===== config.mk =====
export PLATFORM = sky130hd
export DESIGN_NAME = car_traffic_scheduler
export DESIGN_NICKNAME = d
export VERILOG_FILES = /design/src/rtl/car_traffic_scheduler.sv
export SDC_FILE = /design/constraint.sdc
export NUM_CORES = 1
export LEC_CHECK = 0
export CAP_MARGIN = 20
export CORE_ASPECT_RATIO = 0.7
export CORE_MARGIN = 3
export CORE_UTILIZATION = 60
export DETAILED_ROUTE_END_ITERATION = 8
export DONT_BUFFER_PORTS = 1
export PLACE_DENSITY = 0.76
export SYNTH_ARGS = -nofsm -noshare
export SYNTH_HDL_FRONTEND = slang
export SYNTH_SLANG_ARGS = --single-unit

===== constraint.sdc =====
create_clock -name i_Clk -period 9.6 [get_ports i_Clk]
set_input_delay 1.92 -clock i_Clk [delete_from_list [all_inputs] [get_ports i_Clk]]
set_output_delay 1.92 -clock i_Clk [all_outputs]
set_load 0.05 [all_outputs]

===== src/rtl/car_traffic_scheduler.sv =====
// -----------------------------------------------------------------------------
// car_traffic_scheduler
//
// Frame-synchronous traffic controller for the four car sprites. A private
// copy of the display's h/v timing produces a one-cycle frame tick at the
// start of vertical blanking. On each tick in PLAY the frog is tested against
// every car. A hit freezes traffic for HIT_FREEZE_FRAMES ticks before the cars
// return to their home positions. Otherwise the cars advance one step every
// FRAMES_PER_STEP ticks.
//
// Car positions are registered on the edge that ends the tick cycle. They
// therefore change only during blanking, never while a frame is drawn.
//
// Ports
//   i_Clk           pixel clock (same clock as the display)
//   i_Rst_L         asynchronous active-low reset
//   i_Enable        game running; low pauses traffic (ignored while frozen)
//   i_Level         speed multiplier minus one (0..3)
//   i_Frog_X/Y      frog top-left corner, sampled only on frame ticks
//   o_Car_1X..4X    car left-corner X, always within 0..H_VISIBLE_AREA-1
//   o_Car_1Y..4Y    car top-corner Y (fixed lanes)
//   o_Frame_Tick    one-cycle pulse at the start of vertical blanking
//   o_Collision     one-cycle pulse when a hit is registered
//   o_State         0=IDLE, 1=PLAY, 2=HIT, 3=RESTART
// -----------------------------------------------------------------------------
module car_traffic_scheduler #(
  parameter int TILE_SIZE         = 32,
  parameter int H_VISIBLE_AREA    = 640,
  parameter int V_VISIBLE_AREA    = 480,
  parameter int H_TOTAL           = 800,
  parameter int V_TOTAL           = 525,
  parameter int FRAMES_PER_STEP   = 1,
  parameter int HIT_FREEZE_FRAMES = 60
) (
  input  logic       i_Clk,
  input  logic       i_Rst_L,
  input  logic       i_Enable,
  input  logic [1:0] i_Level,
  input  logic [9:0] i_Frog_X,
  input  logic [9:0] i_Frog_Y,
  output logic [9:0] o_Car_1X,
  output logic [9:0] o_Car_2X,
  output logic [9:0] o_Car_3X,
  output logic [9:0] o_Car_4X,
  output logic [8:0] o_Car_1Y,
  output logic [8:0] o_Car_2Y,
  output logic [8:0] o_Car_3Y,
  output logic [8:0] o_Car_4Y,
  output logic       o_Frame_Tick,
  output logic       o_Collision,
  output logic [1:0] o_State
);

  typedef enum logic [1:0] {
    ST_IDLE    = 2'd0,
    ST_PLAY    = 2'd1,
    ST_HIT     = 2'd2,
    ST_RESTART = 2'd3
  } state_t;

  localparam int H_W   = (H_TOTAL > 1) ? $clog2(H_TOTAL) : 1;
  localparam int V_W   = (V_TOTAL > 1) ? $clog2(V_TOTAL) : 1;
  localparam int DIV_W = (FRAMES_PER_STEP > 1) ? $clog2(FRAMES_PER_STEP) : 1;
  localparam int FZ_W  = (HIT_FREEZE_FRAMES > 1) ? $clog2(HIT_FREEZE_FRAMES) : 1;

  localparam logic [H_W-1:0]   H_LAST      = H_W'(H_TOTAL - 1);
  localparam logic [V_W-1:0]   V_LAST      = V_W'(V_TOTAL - 1);
  localparam logic [V_W-1:0]   V_BLANK     = V_W'(V_VISIBLE_AREA);
  localparam logic [DIV_W-1:0] DIV_LAST    = DIV_W'(FRAMES_PER_STEP - 1);
  localparam logic [FZ_W-1:0]  FREEZE_LOAD = FZ_W'(HIT_FREEZE_FRAMES - 1);
  localparam logic [10:0]      X_WRAP      = 11'(H_VISIBLE_AREA);
  localparam logic signed [10:0] TILE_S    = 11'(TILE_SIZE);

  // Home positions; the Y lanes never change, so they are constants.
  localparam logic [9:0] HOME_X [4] = '{10'd0, 10'd608, 10'd160, 10'd448};
  localparam logic [8:0] HOME_Y [4] = '{9'd96, 9'd160, 9'd224, 9'd288};

  // ---------------------------------------------------------------------------
  // Frame timing: mirrors the display's h/v counters so that the tick lands
  // on the first blanking line of every frame.
  // ---------------------------------------------------------------------------
  logic [H_W-1:0] h_cnt;
  logic [V_W-1:0] v_cnt;
  logic           frame_tick_q;

  // NOTE: sequential state is written with non-blocking assignments only, so
  // every register samples the pre-edge values of its neighbours.
  always_ff @(posedge i_Clk or negedge i_Rst_L) begin
    if (!i_Rst_L) begin
      h_cnt        <= '0;
      v_cnt        <= '0;
      frame_tick_q <= 1'b0;
    end else begin
      frame_tick_q <= (h_cnt == '0) && (v_cnt == V_BLANK);
      if (h_cnt == H_LAST) begin
        h_cnt <= '0;
        v_cnt <= (v_cnt == V_LAST) ? '0 : v_cnt + 1'b1;
      end else begin
        h_cnt <= h_cnt + 1'b1;
      end
    end
  end

  // ---------------------------------------------------------------------------
  // Motion arithmetic. Stepping right wraps past the visible width back to
  // the left edge. Stepping left borrows the visible width when the step
  // would go below zero. X therefore always stays inside the visible area.
  // ---------------------------------------------------------------------------
  function automatic logic [9:0] step_x(input logic [9:0] x,
                                        input logic [4:0] step,
                                        input logic       right);
    logic [10:0] sum;
    sum = {1'b0, x} + {6'd0, step};
    if (right) begin
      return (sum >= X_WRAP) ? 10'(sum - X_WRAP) : sum[9:0];
    end
    return (x < {5'd0, step}) ? 10'({1'b0, x} + X_WRAP - {6'd0, step})
                              : x - {5'd0, step};
  endfunction

  state_t           state_q, state_d;
  logic [9:0]       car_x_q [4];
  logic [9:0]       car_x_d [4];
  logic [9:0]       moved_x [4];
  logic [DIV_W-1:0] div_q, div_d;
  logic [FZ_W-1:0]  freeze_q, freeze_d;
  logic             collision_q, collision_d;
  logic [3:0]       hit_vec;
  logic [2:0]       lvl_inc;

  // Candidate positions for a move and the per-car overlap test. Both use the
  // current (pre-update) positions. The FSM decides which result applies.
  always_comb begin
    logic [4:0]          step;
    logic signed [10:0]  dx;
    logic signed [10:0]  dy;
    lvl_inc = {1'b0, i_Level} + 3'd1;
    hit_vec = '0;
    for (int k = 0; k < 4; k++) begin
      // Car k+1 advances (k+1)*(level+1) px: at most 4*4 = 16.
      step       = 5'(k + 1) * {2'b00, lvl_inc};
      // Even indices (cars 1 and 3) travel right, odd ones travel left.
      moved_x[k] = step_x(car_x_q[k], step, (k % 2) == 0);
      dx         = $signed({1'b0, i_Frog_X}) - $signed({1'b0, car_x_q[k]});
      dy         = $signed({1'b0, i_Frog_Y}) - $signed({2'b00, HOME_Y[k]});
      hit_vec[k] = (dx < TILE_S) && (dx > -TILE_S) &&
                   (dy < TILE_S) && (dy > -TILE_S);
    end
  end

  // ---------------------------------------------------------------------------
  // Game FSM, next-state and datapath update.
  // ---------------------------------------------------------------------------
  // NOTE: every signal driven here gets a hold/default value first, so no
  // path through the case statement can leave one unassigned and infer a
  // latch.
  always_comb begin
    state_d     = state_q;
    car_x_d     = car_x_q;
    div_d       = div_q;
    freeze_d    = freeze_q;
    collision_d = 1'b0;
    case (state_q)
      ST_IDLE: begin
        // Entering PLAY only arms the game; the first move comes on a later tick.
        if (frame_tick_q && i_Enable) begin
          state_d = ST_PLAY;
        end
      end
      ST_PLAY: begin
        if (!i_Enable) begin
          state_d = ST_IDLE;
        end else if (frame_tick_q) begin
          // A hit outranks a move that falls on the same tick.
          if (|hit_vec) begin
            state_d     = ST_HIT;
            collision_d = 1'b1;
            freeze_d    = FREEZE_LOAD;
          end else if (div_q == DIV_LAST) begin
            div_d   = '0;
            car_x_d = moved_x;
          end else begin
            div_d = div_q + 1'b1;
          end
        end
      end
      ST_HIT: begin
        // Frozen: count ticks down and ignore i_Enable until the freeze ends.
        if (frame_tick_q) begin
          if (freeze_q == '0) begin
            state_d = ST_RESTART;
          end else begin
            freeze_d = freeze_q - 1'b1;
          end
        end
      end
      ST_RESTART: begin
        car_x_d = HOME_X;
        div_d   = '0;
        state_d = i_Enable ? ST_PLAY : ST_IDLE;
      end
      default: begin
        state_d = ST_IDLE;
      end
    endcase
  end

  // NOTE: the position array is only four registers, and it must come out of
  // reset at the home positions, so it is reset like any other state.
  always_ff @(posedge i_Clk or negedge i_Rst_L) begin
    if (!i_Rst_L) begin
      state_q     <= ST_IDLE;
      car_x_q     <= HOME_X;
      div_q       <= '0;
      freeze_q    <= '0;
      collision_q <= 1'b0;
    end else begin
      state_q     <= state_d;
      car_x_q     <= car_x_d;
      div_q       <= div_d;
      freeze_q    <= freeze_d;
      collision_q <= collision_d;
    end
  end

  assign o_Car_1X     = car_x_q[0];
  assign o_Car_2X     = car_x_q[1];
  assign o_Car_3X     = car_x_q[2];
  assign o_Car_4X     = car_x_q[3];
  assign o_Car_1Y     = HOME_Y[0];
  assign o_Car_2Y     = HOME_Y[1];
  assign o_Car_3Y     = HOME_Y[2];
  assign o_Car_4Y     = HOME_Y[3];
  assign o_Frame_Tick = frame_tick_q;
  assign o_Collision  = collision_q;
  assign o_State      = state_q;

endmodule


==> impl_metrics.toml <==
[status]
status = "completed"

[setup_path]
slowest_stage = "fa_1"
required_ns = 9.83
r2r_slack_ns = 4.93
cp_cell_sequence = "inv_1 -> ha_1 -> xnor2_1 -> xnor2_1 -> ha_1 -> fa_1 -> a211oi_1 -> nor3_1 -> xnor2_1 -> ha_1 -> nor2_1 -> nand2_1 -> a21oi_1 -> a311oi_1 -> nor2b_1 -> a211oi_1 -> nand3_1 -> o311ai_1"
startpoint_type = "primary input"
crit_arrival_ns = 5.78
path_max_fanout = 6
crit_type = "in2reg"
end_kind = "flop"
slowest_delay_ns = 0.44

[drt]
drtIter0Drc = 641
first_pass_iters = 5
wl_per_cell_um = 18.2
via_per_inst = 6.42
ant_nets = 0
drc = 0
vias = 7124
drt_wl_total_um = 20200

[cts]
clock_path_buffers = 2
post_cts_buffers = 0
cts_buffers = 9
cts_root_buf = "clkbuf_16"
cts_tree = "built"
cts_resized = 0
cts_hold_buf = 0
clkTransAtPathRegs_ns = 0.06
cts.sinks = 67
clock_latency_ns = 0.33
htree_levels = 3

[place]
place_inst = 1093
placed_cell_area_mm2 = 0.00779
io_buffers = 0
gp_congestion = 0.913
dp_hpwl_um = 15200

[die]
row_count = 34
num_io_pins = 105
fp.coreArea_mm2 = 0.0126
initial_core_util_pct = 62.4
die-area_mm2 = 0.0146
die_h_um = 102
dieWidth_um = 143

[final_layout]
diodes = 0
area_growth_pct = 3.10
num-nets-final = 1065
design_area_mm2 = 0.00812
drive_gt1_share_pct = 5.17
fillers = 1100
fin_cells = 1109
regArea_mm2 = 0.00169
utilization_pct = 64.3
multiInputGateArea_mm2 = 0.00555

[sta]
setup_viol = 0
final_hold_viol_count = 0
period_share_pct = 57.8
final-max-slew-violation-count = 0
setup-tns-final_ns = 0
slew_headroom_pct = 28.8
tightest_slew_ns = 1.07
rsz0062_at_grt = "no"
skew_ns = 0.00821
fmax_mhz = 180
period_minus_slack_ns = 5.55

[global_route]
grt_first_pass_wirelength_um = 32600
grt_pass1_vias = 6212
grt_max_degree = 68
antenna_found_initial = 0
grt_use_total_pct = 27.8
grt_overflow = 0

[hold_path]
hold_class = "reg2reg"

[synth]
syn_area_mm2 = 0.00788
ys_ff_latch = 67
synthCells = 964
synth_cell_type_count = 78
synth-edff-count = 0
synth.avg_cell_area_um2 = 8.17
ys_top_cells_by_area = "dfrtp_1, ha_1, xnor2_1, inv_1, buf_4"
yosysSeqAreaShare_pct = 21.4
yosysTopAreaCell = "dfrtp_1"
async_flop_share_pct = 100
synth_top_area_share_pct = 18.7
synthFlopType = "dfrtp_1"
yosys_warnings = 0

[pwr]
leakage_nw = 3.64
cellPowerDensity_mw_per_mm2 = 99.0
vdd_ir_drop_max_mv = 0.0785

[job]
drv_cap = 0
==> routing by layer <==
layer	GRT usage (%)	part of all wire (%)	up-vias	wire, um
met5	0	0	-	0
met1	42.9	48	3348	9710
met4	6.43	1.8	0	355
met3	7.25	9.3	30	1870
li1	-	-	3436	-
met2	38.4	41	310	8270
==> layout make-up <==
cell class | instances | share of cell area [%]
multi-input cells | 773 | 68.3
clock buffers | 10 | 2.94
well taps | 162 | 2.50
flip-flops and latches | 67 | 20.8
clock inverters | 6 | 1.09
inverters | 87 | 4.02
repair buffers | 4 | 0.370
==> state kept, by name, indices dropped and copies added (netlist names) <==
signal / count
o_State: 2
o_Car_3X: 10
o_Car_2X: 9
h_cnt: 10
o_Car_4X: 8
freeze_q: 6
v_cnt: 10
o_Car_1X: 10
o_Frame_Tick: 1
o_Collision: 1
==> logic make-up (layout without fill, tap and decap cells) <==
| family | after synthesis | count (layout) | share of synthesized area, % |
|---|---|---|---|
| buf+inv | 163 | 107 | 10.1 |
| flops | 67 | 67 | 21.4 |
| fa+ha+maj | 98 | 98 | 16.6 |
| xor+xnor | 64 | 64 | 7.11 |
| mux | 12 | 12 | 1.60 |
| other cells | 2 | 41 | 0.0953 |
| compound gates | 262 | 262 | 23.8 |
| simple gates | 296 | 296 | 19.3 |
==> placed cells by master, fill, tap and decap left out, types with 6 or more instances in the layout <==
cell type,synthesis,layout
a211o_1,9,9
a211oi_1,16,16
a21o_1,20,20
a21oi_1,50,50
a311o_1,7,7
a31oi_1,14,14
and3_1,12,10
clkbuf_16,0,9
conb_1,2,41
dfrtp_1,59,58
dfstp_2,8,8
fa_1,11,11
ha_1,87,87
inv_1,86,86
mux2i_1,7,7
nand2_1,71,71
nand2b_1,10,10
nand3_1,31,31
nand4_1,34,34
nor2_1,56,55
nor2b_1,8,8
nor3_1,28,28
nor4_1,6,6
o2111ai_1,6,6
o211ai_1,19,19
o21a_1,13,13
o21ai_0,36,36
o221ai_1,8,8
o311a_1,6,6
o311ai_1,13,13
or4_1,8,8
xnor2_1,45,45
xor2_1,19,19
==> per-stage QoR <==
step                hold slack, ns  setup WS [ns]  total power [mW]
floorplan                    0.456           4.22             0.435
global placement             0.485           3.94             0.441
detailed placement           0.486           3.77             0.443
CTS                          0.498           4.08             0.805
global route                 0.525           3.78             0.839
finish                       0.494           4.05             0.804
==> cell usage after synthesis (all sizes together), types with 23 or more instances <==
cell type / number
nand2: 71
inv: 86
a21oi: 50
dfrtp: 59
nor2: 57
ha: 87
buf: 53
clkbuf: 23
o21ai: 40
nor3: 28
nand4: 34
xnor2: 45
nand3: 31
==> critical path: cells and delay by family <==
| family | cells | cell delay [ns] |
|---|---|---|
| compound gates | 5 | 1.23 |
| fa+ha+maj | 4 | 1.33 |
| simple gates | 5 | 0.45 |
| xor+xnor | 3 | 0.67 |
| buf+inv | 1 | 0.17 |
==> power by group <==
group,total (mW),switching (mW),internal [mW]
sequential,0.283,0,0.283
clock,0.362,0.128,0.234
combinational,0.159,0.104,0.0549
==> worst paths after layout <==
path,from,endpoint,cells past startpoint
max,i_Level[0],o_Car_3X[8],18
min,v_cnt[7],v_cnt[7],1
max reg2reg,o_Car_3X[7],o_State[0],11
min reg2reg,v_cnt[7],v_cnt[7],1
max in group asynchronous,i_Rst_L,o_Car_4X[6],0
min in group asynchronous,i_Rst_L,h_cnt[5],0
(Power assumes the default switching activity.)
